==> src/rtl/oled_spi_cmd_receiver.sv <==
// SPI-slave (mode 3) byte receiver and OLED command-frame parser.
// Pin inputs are oversampled on clk. Decoded commands and data bytes are pulsed out one clock after bit 8 is detected.
module oled_spi_cmd_receiver #(
  parameter int SYNC_STAGES = 2,
  parameter bit LOCK_ENABLE = 1'b1
) (
  input  logic        clk,
  input  logic        reset,
  input  logic        SPI_CLK,
  input  logic        SPI_MOSI,
  input  logic        SPI_CS,
  input  logic        data_command,
  output logic        cmd_valid,
  output logic [7:0]  cmd_opcode,
  output logic [31:0] cmd_args,
  output logic [2:0]  cmd_nargs,
  output logic        data_valid,
  output logic [7:0]  data_byte,
  output logic        display_on,
  output logic        locked,
  output logic        err_unknown,
  output logic        err_frame
);

  typedef enum logic {IDLE, ARGS} state_t;

  // Pin order {dc, cs, mosi, sclk}; clock and chip select idle high.
  localparam logic [3:0] SYNC_RST = 4'b0101;

  logic [3:0]                  pin_raw, pin_s;
  logic [3:0][SYNC_STAGES-1:0] sync_ff;

  assign pin_raw = {data_command, SPI_CS, SPI_MOSI, SPI_CLK};

  for (genvar g = 0; g < 4; g++) begin : g_sync
    always_ff @(posedge clk or negedge reset) begin
      if (!reset) sync_ff[g] <= {SYNC_STAGES{SYNC_RST[g]}};
      else        sync_ff[g] <= {sync_ff[g][SYNC_STAGES-2:0], pin_raw[g]};
    end
    assign pin_s[g] = sync_ff[g][SYNC_STAGES-1];
  end

  logic sclk_s, mosi_s, cs_s, dc_s;
  assign {dc_s, cs_s, mosi_s, sclk_s} = pin_s;

  // ---------------- bit path ----------------
  logic       sclk_prev, cs_prev;
  logic [2:0] bitcnt;
  logic [7:0] shreg;
  logic       sclk_rise, cs_rise, cs_err, byte_done;
  logic [7:0] byte_nxt;

  assign sclk_rise = sclk_s & ~sclk_prev;
  assign cs_rise   = cs_s & ~cs_prev;
  assign cs_err    = cs_rise && (bitcnt != 3'd0);
  assign byte_nxt  = {shreg[6:0], mosi_s};
  assign byte_done = sclk_rise && !cs_s && (bitcnt == 3'd7);

  always_ff @(posedge clk or negedge reset) begin
    if (!reset) begin
      sclk_prev <= 1'b1;
      cs_prev   <= 1'b1;
      bitcnt    <= '0;
      shreg     <= '0;
    end else begin
      sclk_prev <= sclk_s;
      cs_prev   <= cs_s;
      if (cs_s) begin
        bitcnt <= '0;
      end else if (sclk_rise) begin
        shreg  <= byte_nxt;
        bitcnt <= bitcnt + 3'd1;
      end
    end
  end

  // ---------------- argument table ----------------
  // Returns {known, need}.
  function automatic logic [3:0] arg_table(input logic [7:0] op);
    case (op)
      8'hAE, 8'hAF, 8'hA4, 8'hA5, 8'hA6, 8'hA7,
      8'h2E, 8'h2F, 8'hE3:                             arg_table = 4'b1_000;
      8'hFD, 8'hA0, 8'hA1, 8'hA2, 8'hA8, 8'hAD, 8'hB0,
      8'hB1, 8'hB3, 8'h81, 8'h82, 8'h83, 8'h87, 8'h8A,
      8'h8B, 8'h8C, 8'hBB, 8'hBE:                      arg_table = 4'b1_001;
      8'h25:                                           arg_table = 4'b1_100;
      default:                                         arg_table = 4'b0_000;
    endcase
  endfunction

  // ---------------- parser FSM ----------------
  state_t      state, state_d;
  logic [7:0]  op_q, op_d;
  logic [2:0]  need_q, need_d, nargs_q, nargs_d;
  logic [31:0] args_q, args_d;
  logic [3:0]  tbl;

  assign tbl = arg_table(byte_nxt);

  always_ff @(posedge clk or negedge reset) begin
    if (!reset) begin
      state   <= IDLE;
      op_q    <= '0;
      need_q  <= '0;
      nargs_q <= '0;
      args_q  <= '0;
    end else begin
      state   <= state_d;
      op_q    <= op_d;
      need_q  <= need_d;
      nargs_q <= nargs_d;
      args_q  <= args_d;
    end
  end

  always_comb begin
    state_d = state;
    op_d    = op_q;
    need_d  = need_q;
    nargs_d = nargs_q;
    args_d  = args_q;
    if (byte_done) begin
      case (state)
        IDLE: if (!dc_s) begin
          op_d    = byte_nxt;
          need_d  = tbl[2:0];
          nargs_d = '0;
          args_d  = '0;
          if (tbl[2:0] != 3'd0) state_d = ARGS;
        end
        ARGS: if (dc_s) begin
          state_d = IDLE;
        end else begin
          args_d  = args_q | ({byte_nxt, 24'h0} >> {nargs_q, 3'b000});
          nargs_d = nargs_q + 3'd1;
          if (nargs_q + 3'd1 == need_q) state_d = IDLE;
        end
        default: state_d = IDLE;
      endcase
    end
  end

  // ---------------- outputs ----------------
  logic        frame_done, drop, lock_gate;
  logic [7:0]  fin_op;
  logic [31:0] fin_args;
  logic [2:0]  fin_n;
  logic        cmd_valid_d, data_valid_d, err_unknown_d, err_frame_d;
  logic        display_on_d, locked_d;

  assign lock_gate = LOCK_ENABLE && locked;

  always_comb begin
    frame_done    = byte_done && !dc_s &&
                    ((state == IDLE && tbl[2:0] == 3'd0) ||
                     (state == ARGS && nargs_q + 3'd1 == need_q));
    fin_op        = (state == IDLE) ? byte_nxt : op_q;
    fin_args      = (state == IDLE) ? '0 : args_d;
    fin_n         = (state == IDLE) ? 3'd0 : nargs_d;
    // While locked, non-FD frames are parsed (args consumed) but go nowhere.
    drop          = lock_gate && (fin_op != 8'hFD);
    cmd_valid_d   = frame_done && !drop;
    err_unknown_d = cmd_valid_d && (state == IDLE) && !tbl[3];
    data_valid_d  = byte_done && dc_s && (state == IDLE) && !lock_gate;
    err_frame_d   = cs_err || (byte_done && dc_s && state == ARGS);
    display_on_d  = display_on;
    locked_d      = locked;
    if (cmd_valid_d) begin
      if (fin_op == 8'hAF) display_on_d = 1'b1;
      if (fin_op == 8'hAE) display_on_d = 1'b0;
      if (fin_op == 8'hFD && fin_args[31:24] == 8'h16) locked_d = 1'b1;
      if (fin_op == 8'hFD && fin_args[31:24] == 8'h12) locked_d = 1'b0;
    end
  end

  always_ff @(posedge clk or negedge reset) begin
    if (!reset) begin
      cmd_valid   <= 1'b0;
      cmd_opcode  <= '0;
      cmd_args    <= '0;
      cmd_nargs   <= '0;
      data_valid  <= 1'b0;
      data_byte   <= '0;
      display_on  <= 1'b0;
      locked      <= 1'b0;
      err_unknown <= 1'b0;
      err_frame   <= 1'b0;
    end else begin
      cmd_valid   <= cmd_valid_d;
      data_valid  <= data_valid_d;
      err_unknown <= err_unknown_d;
      err_frame   <= err_frame_d;
      display_on  <= display_on_d;
      locked      <= locked_d;
      if (cmd_valid_d) begin
        cmd_opcode <= fin_op;
        cmd_args   <= fin_args;
        cmd_nargs  <= fin_n;
      end
      if (data_valid_d) data_byte <= byte_nxt;
    end
  end

endmodule
==> config.mk <==
export PLATFORM = sky130hd
export DESIGN_NAME = oled_spi_cmd_receiver
export DESIGN_NICKNAME = d
export VERILOG_FILES = /design/src/rtl/oled_spi_cmd_receiver.sv
export SDC_FILE = /design/constraint.sdc
export NUM_CORES = 1
export LEC_CHECK = 0
export CORE_MARGIN = 1.5
export CORE_UTILIZATION = 40
export CTS_CLUSTER_DIAMETER = 120
export DETAILED_ROUTE_END_ITERATION = 10
export MAX_ROUTING_LAYER = met4
export SETUP_SLACK_MARGIN = 0.5
export SLEW_MARGIN = 20
export SYNTH_ARGS = -nofsm -noshare
export SYNTH_HDL_FRONTEND = slang
export SYNTH_SLANG_ARGS = --single-unit
==> constraint.sdc <==
create_clock -name clk -period 2.3 [get_ports clk]
set_input_delay 0.575 -clock clk [delete_from_list [all_inputs] [get_ports clk]]
set_output_delay 0.575 -clock clk [all_outputs]
set_load 0.005 [all_outputs]
* Word level (Yosys, flattened, before mapping) *
Cells that the tools add are included.

storage, ports and cells
  register bits after elaboration = 124
  input bits = 6
  word-level logic and storage cells = 129

operators by class
  $add $sub $neg = 2
  equality and inequality tests = 36
  shift-type cells = 1
  muxes and demuxes = 23
  bitwise logic cells = 8
  reductions and logical operators = 36

operators with widths
  kind                                                                   count
  8-bit equality test, second input constant                             28
  32-bit 2-to-1 mux                                                      4
  32-bit case mux with 2 select lines                                    1
  32-bit OR                                                              1
  32-bit by 6-bit >> shifter with 32-bit output                          1
  8-bit by 6-bit equality test with 1-bit output, second input constant  3
  3-bit 2-to-1 mux                                                       6
  18-bit OR reduction                                                    1
  1-bit logical AND                                                      17
  8-bit by 5-bit equality test with 1-bit output, second input constant  2
  4-bit case mux with 3 select lines                                     1
  9-bit OR reduction                                                     1
  1-bit 2-to-1 mux                                                       8
  8-bit 2-to-1 mux                                                       1
  8-bit inequality test, second input constant                           1
  3-bit by 1-bit adder with 3-bit output, second input constant          2
  3-bit case mux with 2 select lines                                     1
  2-bit AND reduction                                                    3
  2-bit nonzero test                                                     3
  3-bit nonzero test                                                     2
  1-bit logical NOT                                                      5
  1-bit NOT                                                              5
  3-bit equality test                                                    1
  3-bit equality test, second input constant                             1
  5 further kinds                                                        7

* Logic depth before layout (Yosys ltp) *
Gate-level depths: netlist (run 1).

  word-level depth = 10
  depth in mapped cells = 9
  gate-level depth less buffers = 8

* Worst setup path before layout (run 1) *
OpenSTA, ideal clock, no wires.

  kind = reg-to-reg
  start point = register bitcnt[0]
  end point = register locked
  library setup time = 0.120 ns
  arrival = 2.178 ns
  required time = 2.180 ns
  slack = 0.003 ns
  cell stages (with the launch flop) = 10
  buffers on the path = 1
  path through = dfrtp_1 > ha_1 > ha_1 > nor3b_1 > and4_1 > buf_2 > a31oi_1 > a211o_1 > o41a_1 > a31o_1

between the ends
  word-level cells in the longest chain between the ends = 8
  elaborated cells between the ends (all ways) = 14

RTL lines
  what                                                               line      RTL
  start: declaration                                                 48        logic [2:0] bitcnt;
  start signal: assignment                                           72        bitcnt <= bitcnt + 3'd1;
  3-bit equality test *                                              57        assign byte_done = sclk_rise && !cs_s && (bitcnt == 3'd7);
  1-bit logical AND *                                                57
  32-bit 2-to-1 mux                                                  122       if (byte_done) begin
  32-bit 2-to-1 mux                                                  158       fin_args = (state == IDLE) ? '0 : args_d;
  8-bit by 5-bit equality test with 1-bit output (on tied branches)  171, 172
  1-bit logical AND (on tied branches)                               171, 172
  2-bit nonzero test (no line)                                       n/a
  2-bit AND reduction (no line)                                      n/a
  end signal: assignment                                             194       locked <= locked_d;
  end: declaration                                                   20        output logic locked,

Every way passes the cells marked *; elsewhere a longest branch is shown, timed or not.
A chain may end at the register's enable or synchronous reset.

* Final worst setup path (run 1) *
Ends and elaborated chain as after synthesis.

==> impl_metrics.toml, run 1 <==
[sta]
period_share_pct = 95.4
hold_viol = 0
skew_ns = 0.00894
period_minus_slack_ns = 2.19
finalSetupTns_ns = 0
rsz0062_at_grt = "yes"
fmax_ghz = 0.456
final-setup-viol-count = 0
holdWs_ns = 0.146
worst_pin_slew_ns = 0.706
timing.final.ws_setup_ns = 0.107
drv_slew = 0
max_slew_margin_pct = 52.3

[clock_network]
cts_max_level = 4
cts.sinks = 123
cts_hold_buf = 0
cts_made_buffers = 17
cts_buffer_depth = 2
cts_root_buf = "clkbuf_16"
cts_tree = "yes"
clock_latency_ns = 0.42
path_clk_slew_ns = 0.06

[place]
dpl_worst_slack_ns = -0.0423
place.gp.congestion = 0.869
port_buffers = 62
dpl_cell_area_um2 = 6340
dpl.hpwl_um = 8480

[floorplanning]
row_count = 41
die_y_um = 118
fp.dieArea_um2 = 13900
die_w_um = 118
boundaryPins = 63
core-area_um2 = 12700
start_util_pct = 41.4

[min_path]
hold_class = "input pin to async pin"

[global_route]
grt_pass1_wl_um = 22100
gr-total-overflow = 0
antenna_found_initial = 0
grt_max_degree = 46
grt_use_total_pct = 21.2
grt_pass1_vias = 4073

[yosys]
ys_types = 50
yosysMostFrequentCell = "dfrtp_1"
yosysWarnings = 0
yosysTopAreaCellShare_pct = 55.6
synth_common_cells = "dfrtp_1 (117), nand2_1 (53), o21ai_0 (39), mux2_2 (27), a22o_1 (25)"
synthXorXnorAreaFrac_pct = 0.832
synth_top_area_cell = "dfrtp_1"
synthSimpleGateAreaFrac_pct = 11.0
synthFlopType = "dfrtp_1"
synthAdderAreaFrac_pct = 1.38
avgSynthCellArea_um2 = 11.5
ys_seq_area_share_pct = 58.6
async_reset_ff_share_pct = 100
synth-compound-area-share_pct = 18.1
synth_area_um2 = 5270
synth_top_family_by_area = "compound AO/OA/AOI/OAI gates"
syn_nets = 470
synthMuxAreaShare_pct = 6.39
synth_edf_count = 0
synth_area_leaders = "dfrtp_1 (56%), mux2_2 (5.8%), a22o_1 (4.2%)"
synth_seq_cells = 123
netlist_instances = 459

[setup_path]
start_kind = "flip-flop"
cp_max_fo = 5
critPathMaxStageDelay_ns = 0.39
critPathArrivalTime_ns = 2.50
cp.depth = 8
path_delay_family = "simple AND/OR/NAND/NOR gates"
critPathRequiredTime_ns = 2.61
crit_slowest_cell = "o41a_1"
worst_setup_path_end_kind = "flip-flop"
path_buf_inv = 0
crit_chain = "ha_2 > ha_4 > nor3b_4 > and4_4 > a21oi_4 > nand3b_1 > o41a_1 > a31o_1"
critPathKind = "flip-flop to flip-flop"
r2r_cells = 8

[cells_and_area]
drive_gt1_share_pct = 32.6
regArea_um2 = 3090
nNetsFinal = 590
n_fill_cell = 1065
postLayoutCellArea_um2 = 7700
diodes = 0
area_growth_pct = 46.3
multi_input_area_um2 = 2350

[drt]
ant_nets = 0
postRouteWirelength_um = 14600
drc = 0
wl_per_cell_um = 19.1
via_per_inst = 5.41
vias = 4131
drtPass1Iterations = 7
initialDrtViolationCount = 255

[power]
power_frac_seq_pct = 38.2
vdd_drop_max_v = 0.000513
power.density_nw_per_um2 = 789
swShare_pct = 27.2
power_frac_comb_pct = 18.5
p_int_mw = 4.43
p_leak_nw = 3.82
clkPwrFrac_pct = 43.2
power.switching_mw = 1.65

[run_status]
status = "completed"

[job]
drv_cap = 0
## through the flow
stage / instances / util [%] / total power [mW]
after CTS: 753 / 57.2 / 5.92
final: 764 / 60.5 / 6.08
after floorplan: 459 / - / 2.78
after detailed placement: 693 / 49.9 / 3.14
after global routing: 764 / 60.5 / 6.28
after global placement: 693 / 49.9 / 3.14
## path summary, 6_finish.rpt
check                                       from                      end  slack, ns
max reg2reg                bitcnt[0]$_DFFE_PN0P_       locked$_DFFE_PN0P_       0.11
min in group clk            sync_ff[2]$_DFF_PN0_    byte_nxt[0]$_DFF_PN0_       0.34
min                                        reset  cmd_args[1]$_DFFE_PN0P_       0.15
max in group asynchronous                  reset     sync_ff[4]$_DFF_PN1_       1.44
min reg2reg                 sync_ff[2]$_DFF_PN0_    byte_nxt[0]$_DFF_PN0_       0.34
max                        bitcnt[0]$_DFFE_PN0P_       locked$_DFFE_PN0P_       0.11
## cell families (layout without fill, tap and decap cells)
logic type | Yosys count | in the layout
AOI/OAI and AO/OA | 130 | 130
xor gates and xnor gates | 5 | 5
adders and majority gates | 6 | 6
buffers and inverters | 46 | 179
DFF | 123 | 123
muxes | 30 | 30
and+or+nand+nor | 119 | 119
## state kept, by name, indices dropped and copies added (netlist names), 2 cells and up
signal / cells
nargs_q: 3
shreg: 7
cmd_opcode: 8
sync_ff: 4
data_byte: 8
args_q: 32
cmd_args: 32
bitcnt: 3
cmd_nargs: 3
need_q: 2
op_q: 8
## final cells by class
class                           instances  area share, %
Timing Repair Buffer                  139           18.6
Tap cell                              172           2.79
Clock buffer                           24           6.39
Inverter                                8          0.390
Multi-Input combinational cell        290           30.5
Clock inverter                          8           1.17
Sequential cell                       123           40.1
## per-layer routing
layer / GRT usage, % / vias up / wire (um)
met3: 4.80 / 15 / 694
met2: 32.3 / 118 / 7300
met1: 27.9 / 2086 / 6400
li1: - / 1912 / -
met5: - / - / 0
met4: 7.85 / 0 / 199
## power by group through the flow
stage,clock (mW),sequential (mW),combinational (mW)
2_1_floorplan,0,2.32,0.466
3_3_place_gp,0,2.36,0.779
3_5_place_dp,0,2.36,0.781
4_1_cts,2.67,2.32,0.921
5_1_grt,2.75,2.34,1.19
6_report,2.63,2.32,1.13
## cells in the final DEF, fill, tap and decap left out, drive strengths merged, types with 4 or more instances in the layout
master,n
a21oi,12
a22o,25
a31o,8
buf,70
clkbuf,31
clkdlybuf4s50,5
clkinv,6
dfrtp,117
dfstp,6
dlygate4sd2,56
ha,5
inv,8
mux2,29
nand2,53
nand2b,6
nand3,4
nand3b,4
nor2,20
nor2b,6
nor3,10
nor4,5
o21a,7
o21ai,39
o31ai,19
o41ai,9
xnor2,4
## what timing repair did
item,CTS,global route
buffers inserted,26,2
resized for setup,101,44
setup endpoints to repair,152,100
gates cloned,2,9
pin swaps,8,18
Power figures use the tool's default switching activity.
==> run 2, diff against run 1 <==
REMOVE_ABC_BUFFERS = 1   (was not set)
==> impl_metrics.toml, run 2 (synthesis gave the netlist of run 1 again) <==
[clock_network]
cts.sinks = 123
cts_hold_buf = 0
cts_buffer_depth = 2
cts_tree = "yes"
cts_root_buf = "clkbuf_16"
clock_latency_ns = 0.42
path_clk_slew_ns = 0.05
cts_made_buffers = 17
cts_max_level = 4

[setup_path]
crit_end = "locked$_DFFE_PN0P_"
worst_setup_path_end_kind = "flip-flop"
crit_start = "bitcnt[1]$_DFFE_PN0P_"
crit_chain = "ha_2 > ha_4 > nor3b_4 > and4_4 > a31oi_4 > a211o_1 > o41a_1 > a31o_1"
start_kind = "flip-flop"
critPathRequiredTime_ns = 2.61
path_delay_family = "compound AO/OA/AOI/OAI gates"
timing.rr.start = "bitcnt[1]$_DFFE_PN0P_"
r2r_setup_slack_ns = 0.06
critPathArrivalTime_ns = 2.55
r2r_cells = 8
critPathMaxStageDelay_ns = 0.41
cp_max_fo = 5
path_buf_inv = 0
cp.depth = 8
critPathKind = "flip-flop to flip-flop"
timing.rr.end = "locked$_DFFE_PN0P_"
crit_slowest_cell = "o41a_1"

[place]
dpl_cell_area_um2 = 6350
place.gp.congestion = 0.822
dpl.hpwl_um = 8400
port_buffers = 62
placed_cells = 706

[sta]
worst_pin_slew_ns = 0.570
period_share_pct = 97.4
period_minus_slack_ns = 2.24
skew_ns = 0.00595
fmax_ghz = 0.446
hold_viol = 0
drv_slew = 0
max_slew_margin_pct = 61.5
rsz0062_at_grt = "yes"
finalSetupTns_ns = 0
final-setup-viol-count = 0

[min_path]
hold_class = "input pin to async pin"

[power]
power_mw = 6.22
power.density_nw_per_um2 = 760
vdd_drop_max_v = 0.000473
p_leak_nw = 3.99

[floorplanning]
die_y_um = 118
start_util_pct = 41.4
row_count = 41
fp.dieArea_um2 = 13900
die_w_um = 118
core-area_um2 = 12700
boundaryPins = 63

[cells_and_area]
postLayoutCellArea_um2 = 8190
nNetsFinal = 623
instances_no_fill = 796
largestRegisters = "args_q: 32 flops, cmd_args: 32 flops"
multi_input_area_um2 = 2550
final_common_cell = "dfrtp_1"
layout_common_cells = "dfrtp_1 (114), buf_4 (73), dlygate4sd2_1 (56)"
diodes = 0
fin_util_pct = 64.4
n_fill_cell = 1004
area_growth_pct = 55.6
drive_gt1_share_pct = 42.3
regArea_um2 = 3090

[drt]
drc = 0
ant_nets = 0
via_per_inst = 5.41
vias = 4306
postRouteWirelength_um = 15800
initialDrtViolationCount = 243
drtPass1Iterations = 5
wl_per_cell_um = 19.8

[global_route]
antenna_found_initial = 0
grt_pass1_wl_um = 23800
grt_use_total_pct = 23.0
grt_max_degree = 58
grt_pass1_vias = 4559
gr-total-overflow = 0

[job]
drv_cap = 0

[run_status]
status = "completed"
## run 2: cell types whose count changed in the layout (fill, tap and decap cells not counted), moves of 7 or more
cell,previous run,this run
buf_4,49,73
buf_6,9,17
mux2_2,27,13
mux2_4,0,16
nand2_1,53,41
nand2_2,0,10
o21ai_0,29,8
o21ai_2,0,18
o31ai_1,18,9
o31ai_2,1,8
## run 2: worst min-delay path by stage
stage / cells after the start / endpoint / slack, ns
2_1_floorplan: 0 / args_q[0]$_DFF_PN0_ / 0.28
3_3_place_gp: 0 / dc_s$_DFF_PN0_ / 0.33
3_5_place_dp: 0 / cs_s$_DFF_PN1_ / 0.35
4_1_cts: 1 / nargs_q[1]$_DFF_PN0_ / 0.08
5_1_grt: 1 / args_q[12]$_DFF_PN0_ / 0.09
6_report: 1 / nargs_q[1]$_DFF_PN0_ / 0.09
## run 2: timing repair
action                                  CTS  global route
pin swaps                                39            44
cloned                                    7             6
gates resized for setup                 182            66
buffers inserted                         41             5
endpoints found under the setup margin  153           100
## run 2: worst reg2reg max path, cell delays in order, from the launching register on
cell	delay, ns
dfrtp_1	0.36
ha_2	0.20
ha_4	0.14
nor3b_4	0.20
and4_4	0.31
a31oi_4	0.10
a211o_1	0.24
o41a_1	0.41
a31o_1	0.19
## run 2: area by class of cell
type	instances	area share (%)
Sequential cell	123	37.7
Multi-Input combinational cell	291	31.1
Timing Repair Buffer	171	21.1
Clock buffer	25	6.29
Tap cell	172	2.63
Clock inverter	6	0.733
Inverter	8	0.367
## run 2: power by group
group          switching, mW  internal, mW  total, mW
clock network          0.933          1.64       2.58
logic                  0.713         0.609       1.32
registers             0.0936          2.23       2.33
total                   1.74          4.49       6.22
## run 2: layer usage
layer / global-route usage (%) / wire [um] / up-vias
met5: - / 0 / -
met4: 12.2 / 513 / 0
met3: 4.84 / 753 / 39
met2: 36.6 / 7810 / 136
met1: 27.5 / 6720 / 2155
li1: - / - / 1976
## run 2: through the flow
stage	hold slack, ns	worst slack [ns]
2_1_floorplan	0.279	-1.09
3_3_place_gp	0.335	0.00249
3_5_place_dp	0.349	-0.112
4_1_cts	0.0810	0.109
5_1_grt	0.0901	-0.0426
6_report	0.0855	0.0595
==> RTL change, RTL diff (flow settings as in run 2) <==
Take the reset off `op_q` and load it in a clocked block of its own.
--- a/src/rtl/oled_spi_cmd_receiver.sv
+++ b/src/rtl/oled_spi_cmd_receiver.sv
@@ -101,5 +101,4 @@
     if (!reset) begin
       state   <= IDLE;
-      op_q    <= '0;
       need_q  <= '0;
       nargs_q <= '0;
@@ -107,9 +106,12 @@
     end else begin
       state   <= state_d;
-      op_q    <= op_d;
       need_q  <= need_d;
       nargs_q <= nargs_d;
       args_q  <= args_d;
     end
+  end
+
+  always_ff @(posedge clk) begin
+    op_q <= op_d;
   end
 
Function: no difference found for any inputs over 10 cycles, from zero or initial values and one cycle with reset low; that may be too few to reach the edited logic, so the function may still have changed.
==> RTL change against run 2 <==
- non-clock buffer count fell by 15
- routed wire length fell by 12%
- maximum frequency rose by 0.74%
- die area rose by 1.2%
- total power rose by 0.80%
- via count fell by 5.1%
- synthesized cell count fell by 2.8%
- cell area fell by 5.2%
- sequential cell count did not move
- utilization fell by 3.8 points
- count of clock-buffer cells in the layout did not move
- synthesized area rose by 1.2%
- worst setup slack improved by 16 ps
- critical endpoint is now cmd_opcode[5]
- largest cell class unchanged
- highest routed layer unchanged
==> RTL change: results (changes against run 2) <==
* DR vias/cell at 5.330 (was 5.410)
* R2R depth at 7 (was 8)
* Async set-reset flop share out of synthesis at 93.50% (was 100.0%)
* GR Util met3 at 5.068% (was 4.845%)
* Status: finished, final reports clean (unchanged)
* Crit-path slowest cell: or4b_4 (was o41a_1)
* Met2 Resource Use GR at 33.36% (was 36.59%)
* Synth top area cells: dfrtp_1 (51%), mux2_2 (6.8%), a22o_1 (4.6%), edfxtp_1 (4.5%), o31ai_1 (3.9%) (was dfrtp_1 (56%), mux2_2 (5.8%), a22o_1 (4.2%), nand2_1 (3.8%), o21ai_0 (3.7%))
* Met1 usage at 26.25% (was 27.48%)
* Cts repair resizes at 130 (was 182)
* Routed WL at 13,850 um (was 15,800 um)
* VDD IR max at 0.5429 mV (was 0.4733 mV)
* Initial DRC count at 275 (was 243)
* Hold_buf cts at 1 (was 0)
* Max stage delay on crit path at 500 ps (was 410 ps)
* Vias in the first global route at 4,331 (was 4,559)
* Tot GR Track Use at 21.08% (was 22.96%)
* R2r startpoint: shreg[3] (was bitcnt[1])
* Share of cells above drive strength 1 at 36.13% (was 42.31%)
* Post-DP HPWL at 8273 um (was 8401 um)
* Comb pwr share at 19.8% (was 21.2%)
* Switch share at 26.00% (was 27.94%)
* RePlAce Congestion at 0.8805 (was 0.8216)
* Mapped Avg Cell Area at 11.95 sq um (was 11.47 sq um)
* P_leak at 3.700 nW (was 3.993 nW)
* Pwr Density at 807.7 nW/um^2 (was 759.8 nW/um^2)
* Worst Path Max Fanout at 9 (was 5)
* First-pass GRT wire length at 22,190 um (was 23,850 um)
* Fillers at 1,080 (was 1,004)
* Adder-cell share of the synthesized area at 1.174% (was 1.378%)
[RTL change: cell types whose count changed after synthesis, sizes merged, moves of 9 or more]
cell    delta
nand2     -13
a21oi     -11
clkbuf    +10
o31ai     +10
buf        -9
o41ai      -9
[RTL change: path summary, 6_finish.rpt]
check,endpoint,slack (ps)
worst max-delay path,cmd_opcode[5],80
worst min-delay path,byte_nxt[0],340
worst max register to register,cmd_opcode[5],80
worst min register to register,byte_nxt[0],340
max in group asynchronous,sync_ff[0],1220
min in group asynchronous,cmd_nargs[0],520
[RTL change: stage by stage]
step	utilization (%)	hold WS, ps
global route	60.58	349.9
detailed placement	50.21	334.7
global placement	50.21	336.5
finish	60.58	342.9
floorplan	-	279.4
CTS	58.85	344.0
[RTL change: final cells by class]
cell class,count,area [sq um],share of cell area (%)
Inverter,10,38.79,0.4993
Tap cell,172,215.2,2.770
Multi-Input combinational cell,274,2276,29.30
Clock inverter,7,85.08,1.095
Sequential cell,123,3131,40.30
Clock buffer,25,516.7,6.652
Timing Repair Buffer,156,1506,19.39
